File: src/rtl/video_mode_ctrl.sv
// video_mode_ctrl: run-time HDMI video-mode sequencer driving DCM_CLKGEN M/D/GO and timing-generator compares.
// Latency: LOAD -> GO in 2 cycles (plus dcm_busy wait); ready follows LOCK_HOLD cycles of stable synchronised PLL lock.
// Backpressure: GO is held off while dcm_busy=1; mode requests are accepted every cycle, the last request wins.
module video_mode_ctrl #(
    parameter logic [1:0]  DEFAULT_MODE = 2'd0,
    parameter logic [23:0] TIMEOUT_CYC  = 24'd1048576,
    parameter logic [15:0] LOCK_HOLD    = 16'd256,
    parameter logic [1:0]  MAX_RETRY    = 2'd3,
    parameter logic [7:0]  SETTLE_CYC   = 8'd16
) (
    input  logic        clk,
    input  logic        rst,
    input  logic [1:0]  mode_sel,
    input  logic        mode_req,
    input  logic        dcm_busy,
    input  logic        progdone,
    input  logic        dfs_lckd,
    input  logic        pll_lckd_async,
    output logic [7:0]  dcm_m,
    output logic [7:0]  dcm_d,
    output logic        dcm_go,
    output logic        video_rst,
    output logic [11:0] tc_hsblnk,
    output logic [11:0] tc_hssync,
    output logic [11:0] tc_hesync,
    output logic [11:0] tc_heblnk,
    output logic [11:0] tc_vsblnk,
    output logic [11:0] tc_vssync,
    output logic [11:0] tc_vesync,
    output logic [11:0] tc_veblnk,
    output logic        hvsync_polarity,
    output logic [1:0]  mode_cur,
    output logic        ready,
    output logic        error
);

    typedef struct packed {
        logic [7:0]  m;
        logic [7:0]  d;
        logic [11:0] hsblnk;
        logic [11:0] hssync;
        logic [11:0] hesync;
        logic [11:0] heblnk;
        logic [11:0] vsblnk;
        logic [11:0] vssync;
        logic [11:0] vesync;
        logic [11:0] veblnk;
        logic        pol;
    } cfg_t;

    typedef enum logic [3:0] {
        S_LOAD,
        S_WAIT_IDLE,
        S_GO,
        S_SETTLE,
        S_WAIT_DCM,
        S_WAIT_PLL,
        S_RUN,
        S_RETRY,
        S_FAIL
    } state_t;

    // M and D are stored as value-1, the form dcmspi expects.
    function automatic cfg_t mode_cfg(input logic [1:0] mode);
        cfg_t c;
        case (mode)
            2'd0:    c = '{8'd198, 8'd66,  12'd1919, 12'd2007, 12'd2051, 12'd2199,
                           12'd1079, 12'd1083, 12'd1088, 12'd1124, 1'b0};
            2'd1:    c = '{8'd198, 8'd133, 12'd1279, 12'd1389, 12'd1429, 12'd1649,
                           12'd719,  12'd724,  12'd729,  12'd749,  1'b0};
            2'd2:    c = '{8'd1,   8'd3,   12'd639,  12'd655,  12'd751,  12'd799,
                           12'd479,  12'd489,  12'd491,  12'd524,  1'b1};
            default: c = '{8'd12,  8'd9,   12'd1023, 12'd1047, 12'd1183, 12'd1343,
                           12'd767,  12'd770,  12'd776,  12'd805,  1'b1};
        endcase
        return c;
    endfunction

    state_t      state_q, state_d;
    logic [1:0]  mode_q, mode_d;
    cfg_t        cfg_q, cfg_d;
    logic        pend_vld_q, pend_vld_d;
    logic [1:0]  pend_mode_q, pend_mode_d;
    logic [1:0]  retry_q, retry_d;
    logic        err_q, err_d;
    logic [7:0]  settle_q, settle_d;
    logic [23:0] tmo_q, tmo_d;
    logic [15:0] hold_q, hold_d;
    logic        pll_meta_q, pll_meta_d;
    logic        pll_sync_q, pll_sync_d;

    // State, configuration and counter registers; reset restarts from LOAD with the default mode.
    always_ff @(posedge clk) begin
        if (rst) begin
            state_q     <= S_LOAD;
            mode_q      <= DEFAULT_MODE;
            cfg_q       <= mode_cfg(DEFAULT_MODE);
            pend_vld_q  <= 1'b0;
            pend_mode_q <= 2'd0;
            retry_q     <= 2'd0;
            err_q       <= 1'b0;
            settle_q    <= 8'd0;
            tmo_q       <= 24'd0;
            hold_q      <= 16'd0;
            pll_meta_q  <= 1'b0;
            pll_sync_q  <= 1'b0;
        end else begin
            state_q     <= state_d;
            mode_q      <= mode_d;
            cfg_q       <= cfg_d;
            pend_vld_q  <= pend_vld_d;
            pend_mode_q <= pend_mode_d;
            retry_q     <= retry_d;
            err_q       <= err_d;
            settle_q    <= settle_d;
            tmo_q       <= tmo_d;
            hold_q      <= hold_d;
            pll_meta_q  <= pll_meta_d;
            pll_sync_q  <= pll_sync_d;
        end
    end

    // Next-state, request capture and counter logic.
    always_comb begin
        state_d     = state_q;
        mode_d      = mode_q;
        cfg_d       = cfg_q;
        pend_vld_d  = pend_vld_q;
        pend_mode_d = pend_mode_q;
        retry_d     = retry_q;
        err_d       = err_q;
        settle_d    = 8'd0;
        hold_d      = 16'd0;
        pll_meta_d  = pll_lckd_async;
        pll_sync_d  = pll_meta_q;
        // Free-running saturating timeout; GO clears it so WAIT_DCM measures from GO.
        tmo_d       = (tmo_q == 24'hFF_FFFF) ? tmo_q : tmo_q + 24'd1;

        // Outside RUN and FAIL a request is parked until the current mode is up.
        if (mode_req && state_q != S_RUN && state_q != S_FAIL) begin
            pend_vld_d  = 1'b1;
            pend_mode_d = mode_sel;
        end

        case (state_q)
            S_LOAD: begin
                cfg_d   = mode_cfg(mode_q);
                state_d = S_WAIT_IDLE;
            end
            S_WAIT_IDLE: begin
                if (!dcm_busy) state_d = S_GO;
            end
            S_GO: begin
                tmo_d   = 24'd0;
                state_d = S_SETTLE;
            end
            S_SETTLE: begin
                settle_d = settle_q + 8'd1;
                if (settle_d >= SETTLE_CYC) state_d = S_WAIT_DCM;
            end
            S_WAIT_DCM: begin
                if (progdone && dfs_lckd)      state_d = S_WAIT_PLL;
                else if (tmo_q >= TIMEOUT_CYC) state_d = S_RETRY;
            end
            S_WAIT_PLL: begin
                if (pll_sync_q) hold_d = (hold_q == 16'hFFFF) ? hold_q : hold_q + 16'd1;
                if (hold_q >= LOCK_HOLD) begin
                    state_d = S_RUN;
                    retry_d = 2'd0;
                end
            end
            S_RUN: begin
                pend_vld_d = 1'b0;
                // A live request overrides anything parked; one equal to the current mode is a no-op.
                if (mode_req) begin
                    if (mode_sel != mode_q) begin
                        mode_d  = mode_sel;
                        state_d = S_LOAD;
                    end
                end else if (pend_vld_q && pend_mode_q != mode_q) begin
                    mode_d  = pend_mode_q;
                    state_d = S_LOAD;
                end
                // Losing either lock reprograms the same mode without consuming a retry.
                if (state_d == S_RUN && (!dfs_lckd || !pll_sync_q)) state_d = S_LOAD;
            end
            S_RETRY: begin
                if (retry_q < MAX_RETRY) begin
                    retry_d = retry_q + 2'd1;
                    state_d = S_LOAD;
                end else begin
                    err_d   = 1'b1;
                    state_d = S_FAIL;
                end
            end
            S_FAIL: begin
                if (mode_req) begin
                    err_d      = 1'b0;
                    retry_d    = 2'd0;
                    mode_d     = mode_sel;
                    pend_vld_d = 1'b0;
                    state_d    = S_LOAD;
                end
            end
            default: state_d = S_LOAD;
        endcase
    end

    assign dcm_go          = (state_q == S_GO);
    assign ready           = (state_q == S_RUN);
    assign video_rst       = (state_q != S_RUN);
    assign error           = err_q;
    assign mode_cur        = mode_q;
    assign dcm_m           = cfg_q.m;
    assign dcm_d           = cfg_q.d;
    assign tc_hsblnk       = cfg_q.hsblnk;
    assign tc_hssync       = cfg_q.hssync;
    assign tc_hesync       = cfg_q.hesync;
    assign tc_heblnk       = cfg_q.heblnk;
    assign tc_vsblnk       = cfg_q.vsblnk;
    assign tc_vssync       = cfg_q.vssync;
    assign tc_vesync       = cfg_q.vesync;
    assign tc_veblnk       = cfg_q.veblnk;
    assign hvsync_polarity = cfg_q.pol;

endmodule

File: config.mk
export PLATFORM = sky130hd
export DESIGN_NAME = video_mode_ctrl
export DESIGN_NICKNAME = d
export VERILOG_FILES = /design/src/rtl/video_mode_ctrl.sv
export SDC_FILE = /design/constraint.sdc
export NUM_CORES = 1
export LEC_CHECK = 0
export ABC_AREA = 1
export BUFFER_PORTS_ARGS = -buffer_cell sky130_fd_sc_hd__clkbuf_2
export CORE_AREA = 3 3 99 101
export CTS_BUF_LIST = sky130_fd_sc_hd__clkbuf_4 sky130_fd_sc_hd__clkbuf_8
export DETAILED_ROUTE_END_ITERATION = 6
export DIE_AREA = 0 0 102 104
export MAX_ROUTING_LAYER = met4
export PLACE_DENSITY_LB_ADDON = 0.15
export SLEW_MARGIN = 20
export SYNTH_ARGS = -nofsm -noshare
export SYNTH_HDL_FRONTEND = slang
export SYNTH_SLANG_ARGS = --single-unit
File: constraint.sdc
create_clock -name clk -period 1.9 [get_ports clk]
set_clock_uncertainty 0.05 [all_clocks]
set_input_delay 0.19 -clock clk [delete_from_list [all_inputs] [get_ports clk]]
set_output_delay 0.19 -clock clk [all_outputs]
set_load 0.02 [all_outputs]
## Yosys cells after proc, flatten, opt, wreduce, memory -nomap -nowiden

Cells that the tools add are included.

| word-level totals | value |
|---|---|
| logic and storage cells | 108 |
| bits in registers | 175 |
| output and inout port bits | 119 |
| input port bits | 9 |

| cells by class | value |
|---|---|
| equal/unequal tests | 26 |
| muxes and demuxes | 29 |
| $lt $le $gt $ge | 4 |
| bitwise logic cells | 3 |
| reduce and logical (&&, ||, !) cells | 20 |
| $add $sub $neg | 4 |

Operator list:

| operator | count |
|---|---|
| $pmux W113 S3 | 1 |
| $mux W4 | 12 |
| $pmux W4 S9 | 1 |
| $add A24 B1 Y24 const B | 1 |
| $eq A24 B24 Y1 const B | 1 |
| $ge A24 B21 Y1 const B | 1 |
| $eq A4 B3 Y1 const B | 5 |
| $add A16 B1 Y16 const B | 1 |
| $eq A16 B16 Y1 const B | 1 |
| $ge A16 B9 Y1 const B | 1 |
| $mux W2 | 7 |
| $ne A2 B2 Y1 const B | 6 |
| $add A8 B1 Y8 const B | 1 |
| $eq A4 B2 Y1 const B | 2 |
| $ge A8 B5 Y1 const B | 1 |
| $reduce_and A4 Y1 | 2 |
| $ne A3 B2 Y1 const B | 2 |
| $pmux W2 S3 | 1 |
| $logic_and A1 B1 Y1 | 5 |
| $reduce_and A5 Y1 | 1 |
| $eq A4 B1 Y1 const B | 1 |
| $eq A4 B4 Y1 const B | 1 |
| $logic_not A4 Y1 | 1 |
| $mux W1 | 4 |
| other kinds (19) | 26 |

## Depth between registers and ports, before layout

| depth | value |
|---|---|
| word-level depth | 9 |
| mapped depth | 10 |
| gate-level depth less buffers | 10 |

## Least setup slack after synthesis

No wires, ideal clock.

| path | value |
|---|---|
| kind | register to register |
| from | register tmo_q[0] |
| to | register tmo_q[0] |
| clock period less this slack | 1.748 ns |
| setup time | 0.132 ns |
| data required time | 1.718 ns |
| data arrival time | 1.566 ns |
| path buffers | 1 |
| slack | 0.152 ns |
| stages on the path, launching flop included | 10 |
| path through | dfxtp_1 ha_1 inv_1 nor3_4 nand2_4 nor2_4 nand4_4 buf_6 nand2_1 a21oi_1 |

| between the ends | value |
|---|---|
| cells in the longest elaborated chain, start to end | 1 |

Ends and longest elaborated chain:

| what | line | source |
|---|---|---|
| start: declaration | 87 | `logic [23:0] tmo_q, tmo_d;` |
| start signal: assignment | 116 | `tmo_q <= tmo_d;` |
| $add A24 B1 Y24 / $eq A24 B24 Y1 (equally long branches) | 137 | `tmo_d = (tmo_q == 24'hFF_FFFF) ? tmo_q : tmo_q + 24'd1;` |

Several ways; a longest one is shown, not always the timed one.
A chain may end at the register's enable or synchronous reset.

## Final worst setup path

| path | value |
|---|---|
| from | register hold_q[13] |
| to | register hold_q[11] |

| between the ends | value |
|---|---|
| cells in the longest elaborated chain, start to end | 1 |

Ends and longest elaborated chain:

| what | line | source |
|---|---|---|
| start: declaration | 88 | `logic [15:0] hold_q, hold_d;` |
| start signal: assignment | 117 | `hold_q <= hold_d;` |
| $eq A16 B16 Y1 | 166 | `if (pll_sync_q) hold_d = (hold_q == 16'hFFFF) ? hold_q : hold_q + 16'd1;` |

Every way passes these cells.

==> qor.txt <==
Critical Path AT -> 1.94 ns
Num CTS Buffers -> 9
Final Util -> 54.9%
Worst Slack Setup Final -> 0.165 ns
Vias per inst -> 4.90
Final setup TNS -> 0 ns
Nets -> 751
Sequential cell area fraction in the yosys report -> 32.2%
Total GRT Usage -> 19.2%
Clk buf depth -> 2
Filler Cells Inserted -> 920
Synth warn -> 0
Hold Slack -> 0.0390 ns
Die width -> 102 um
Via Count -> 4137
Number of cells in the finished layout apart from fillers -> 845
DR DRC count -> 0
Clock transition at path regs -> 0.08 ns
# H-tree levels -> 3
Largest net degree at the start of global routing -> 19
Drt wl/cell -> 11.6 um
CTS tree -> yes
Async SR Flop Fraction -> 0%
Max Fclk -> 0.576 GHz
DP Worst Slack -> 0.157 ns
Row cnt -> 35
Post-Syn Instances -> 688
Post-CTS setup repair buffer count -> 0
Final min period -> 1.74 ns
TritonRoute pass-1 iters -> 5
Design Area, Final -> 5000 sq um
Routed WL -> 9.82 mm
Vias in the first global route -> 3632
Finish-stage setup viols -> 0
Dpl cells -> 829
Placed cell area -> 4770 sq um
First-pass GRT wire length -> 16.3 mm
Layout cells sized above 1 -> 19.5%
Core area -> 9110 sq um
RSZ-0062 raised after global routing -> false
Post-synth EDFFs -> 0
Antenna Violating Nets Remaining -> 0
Die extent in y -> 104 um
CP Capture Type -> register
Root buf cell -> clkbuf_8
Synth area leaders -> dfxtp_1, buf_4, nand2_1
Main flop type after synthesis -> dfxtp_1
ANT cells -> 0
Crit path kind -> register to register
# clock sinks -> 76
Max cap viols -> 0
CP startpoint kind -> register
Initial antenna violation count -> 0
Static leakage -> 2.43 nW
Syn Area/Cell -> 6.88 sq um
Final HPWL DP -> 7.53 mm
Peak VDD IR -> 0.000522 V
Total power -> 5.10 mW
Pins Over Slew Limit -> 0
Cell taking the most area after synthesis -> dfxtp_1
Clk_lat worst skew -> 0.36 ns
Area share of the largest cell type after synthesis -> 32.2%
Flops & latches, synth -> 76
Remaining global-route overflow -> 0
Die footprint -> 10600 sq um
Mapped cell area -> 4730 sq um
Final Wtd Congestion -> 0.925
CP max FO -> 6
Layout area overhead -> 5.71%
Ports -> 128
Pwr/cell area -> 1020 nW/um^2
Synth cell types -> 34
Final hold violations -> 0
Worst EP required -> 2.11 ns
IO buf count -> 98
Status -> finished, final reports clean
Final period util -> 91.3%
Starting Density -> 52.0%
Min-delay worst type -> input port to register
DRT iter0 DRCs -> 167
[power breakdown]
part | switching, mW | internal, mW
combinational | 1.25 | 0.540
sequential | 0.176 | 1.74
clock | 0.643 | 0.745
total | 2.07 | 3.03
[cell type report]
| class | count | area, sq um | area share (%) |
|---|---|---|---|
| timing repair buffer | 112 | 596 | 11.9 |
| sequential | 76 | 1520 | 30.4 |
| clock buffer | 9 | 124 | 2.48 |
| multi-input combinational | 440 | 2180 | 43.7 |
| clock inverter | 7 | 100 | 2.00 |
| inverter | 90 | 338 | 6.75 |
| tap | 111 | 139 | 2.78 |
[routing by layer]
metal	GRT usage, %	wire [um]
met1	23.7	4470
met2	30.2	4610
met3	4.16	531
met4	7.69	207
met5	-	0
[worst paths after layout]
path	start	to	slack (ns)	cells after the start
max reg2reg	hold_q[13]	hold_q[11]	0.16	9
max	hold_q[13]	hold_q[11]	0.16	9
min reg2reg	pll_meta_q	pll_sync_q	0.36	2
min	pll_lckd_async	pll_meta_q	0.04	3
[flip-flops by register name, summed over array words and instances, names as in the netlist]
| signal | cells |
|---|---|
| tmo_q | 24 |
| hold_q | 16 |
| dcm_d | 4 |
| error | 1 |
| state_q | 4 |
| pll_sync_q | 1 |
| retry_q | 2 |
| tc_hsblnk | 3 |
| tc_hssync | 1 |
| settle_q | 8 |
| pll_meta_q | 1 |
| pend_vld_q | 1 |
| tc_vesync | 1 |
| mode_cur | 2 |
| tc_hesync | 1 |
| dcm_m | 4 |
| pend_mode_q | 2 |
[critical path, stage by stage, from the launching register on]
cell and delay, ns:
dfxtp_1 0.43, nand2_1 0.13, nor3_1 0.35, inv_1 0.11, nor2_1 0.20, inv_1 0.14
nand2_1 0.08, nand2_1 0.04, nand3_1 0.06, inv_1 0.05
[cells by family (layout without fill, tap and decap cells)]
group / count (synthesis) / in the layout / synth area share, %
compound gates: 81 / 81 / 8.96
other cells: 2 / 29 / 0.159
fa+ha+maj: 13 / 13 / 3.44
xor+xnor: 15 / 15 / 2.78
buf+inv: 199 / 218 / 24.0
simple gates: 302 / 302 / 28.5
flops: 76 / 76 / 32.2
[Yosys cell counts, types with 2 or more instances]
master	instances
nand2_1	145
buf_4	100
inv_1	87
dfxtp_1	76
nor2_1	59
nand3_1	51
a21oi_1	36
o21ai_0	34
nor3_1	15
nand4_1	14
ha_1	13
xor2_1	8
xnor2_1	7
a31oi_1	6
clkbuf_1	6
nand3b_1	4
or2_2	4
nor3_2	3
buf_6	2
clkinv_1	2
conb_1	2
o21bai_1	2
[placed cells by master, fill, tap and decap left out, drive strengths merged, types with 2 or more instances in the layout]
master    instances
nand2           146
clkbuf          107
inv              89
dfxtp            76
nor2             60
nand3            51
a21oi            36
o21ai            34
conb             29
nor3             19
nand4            15
buf              14
ha               13
xor2              8
xnor2             7
a31oi             6
or2               5
nand3b            4
clkinvlp          3
clkinv            3
o21bai            2
bufinv            2
[timing repair]
action,CTS,global route
endpoints found under the hold margin,0,0
hold buffers,0,0
resized for setup,0,3
endpoints found under the setup margin,0,7
(Power assumes the default switching activity.)
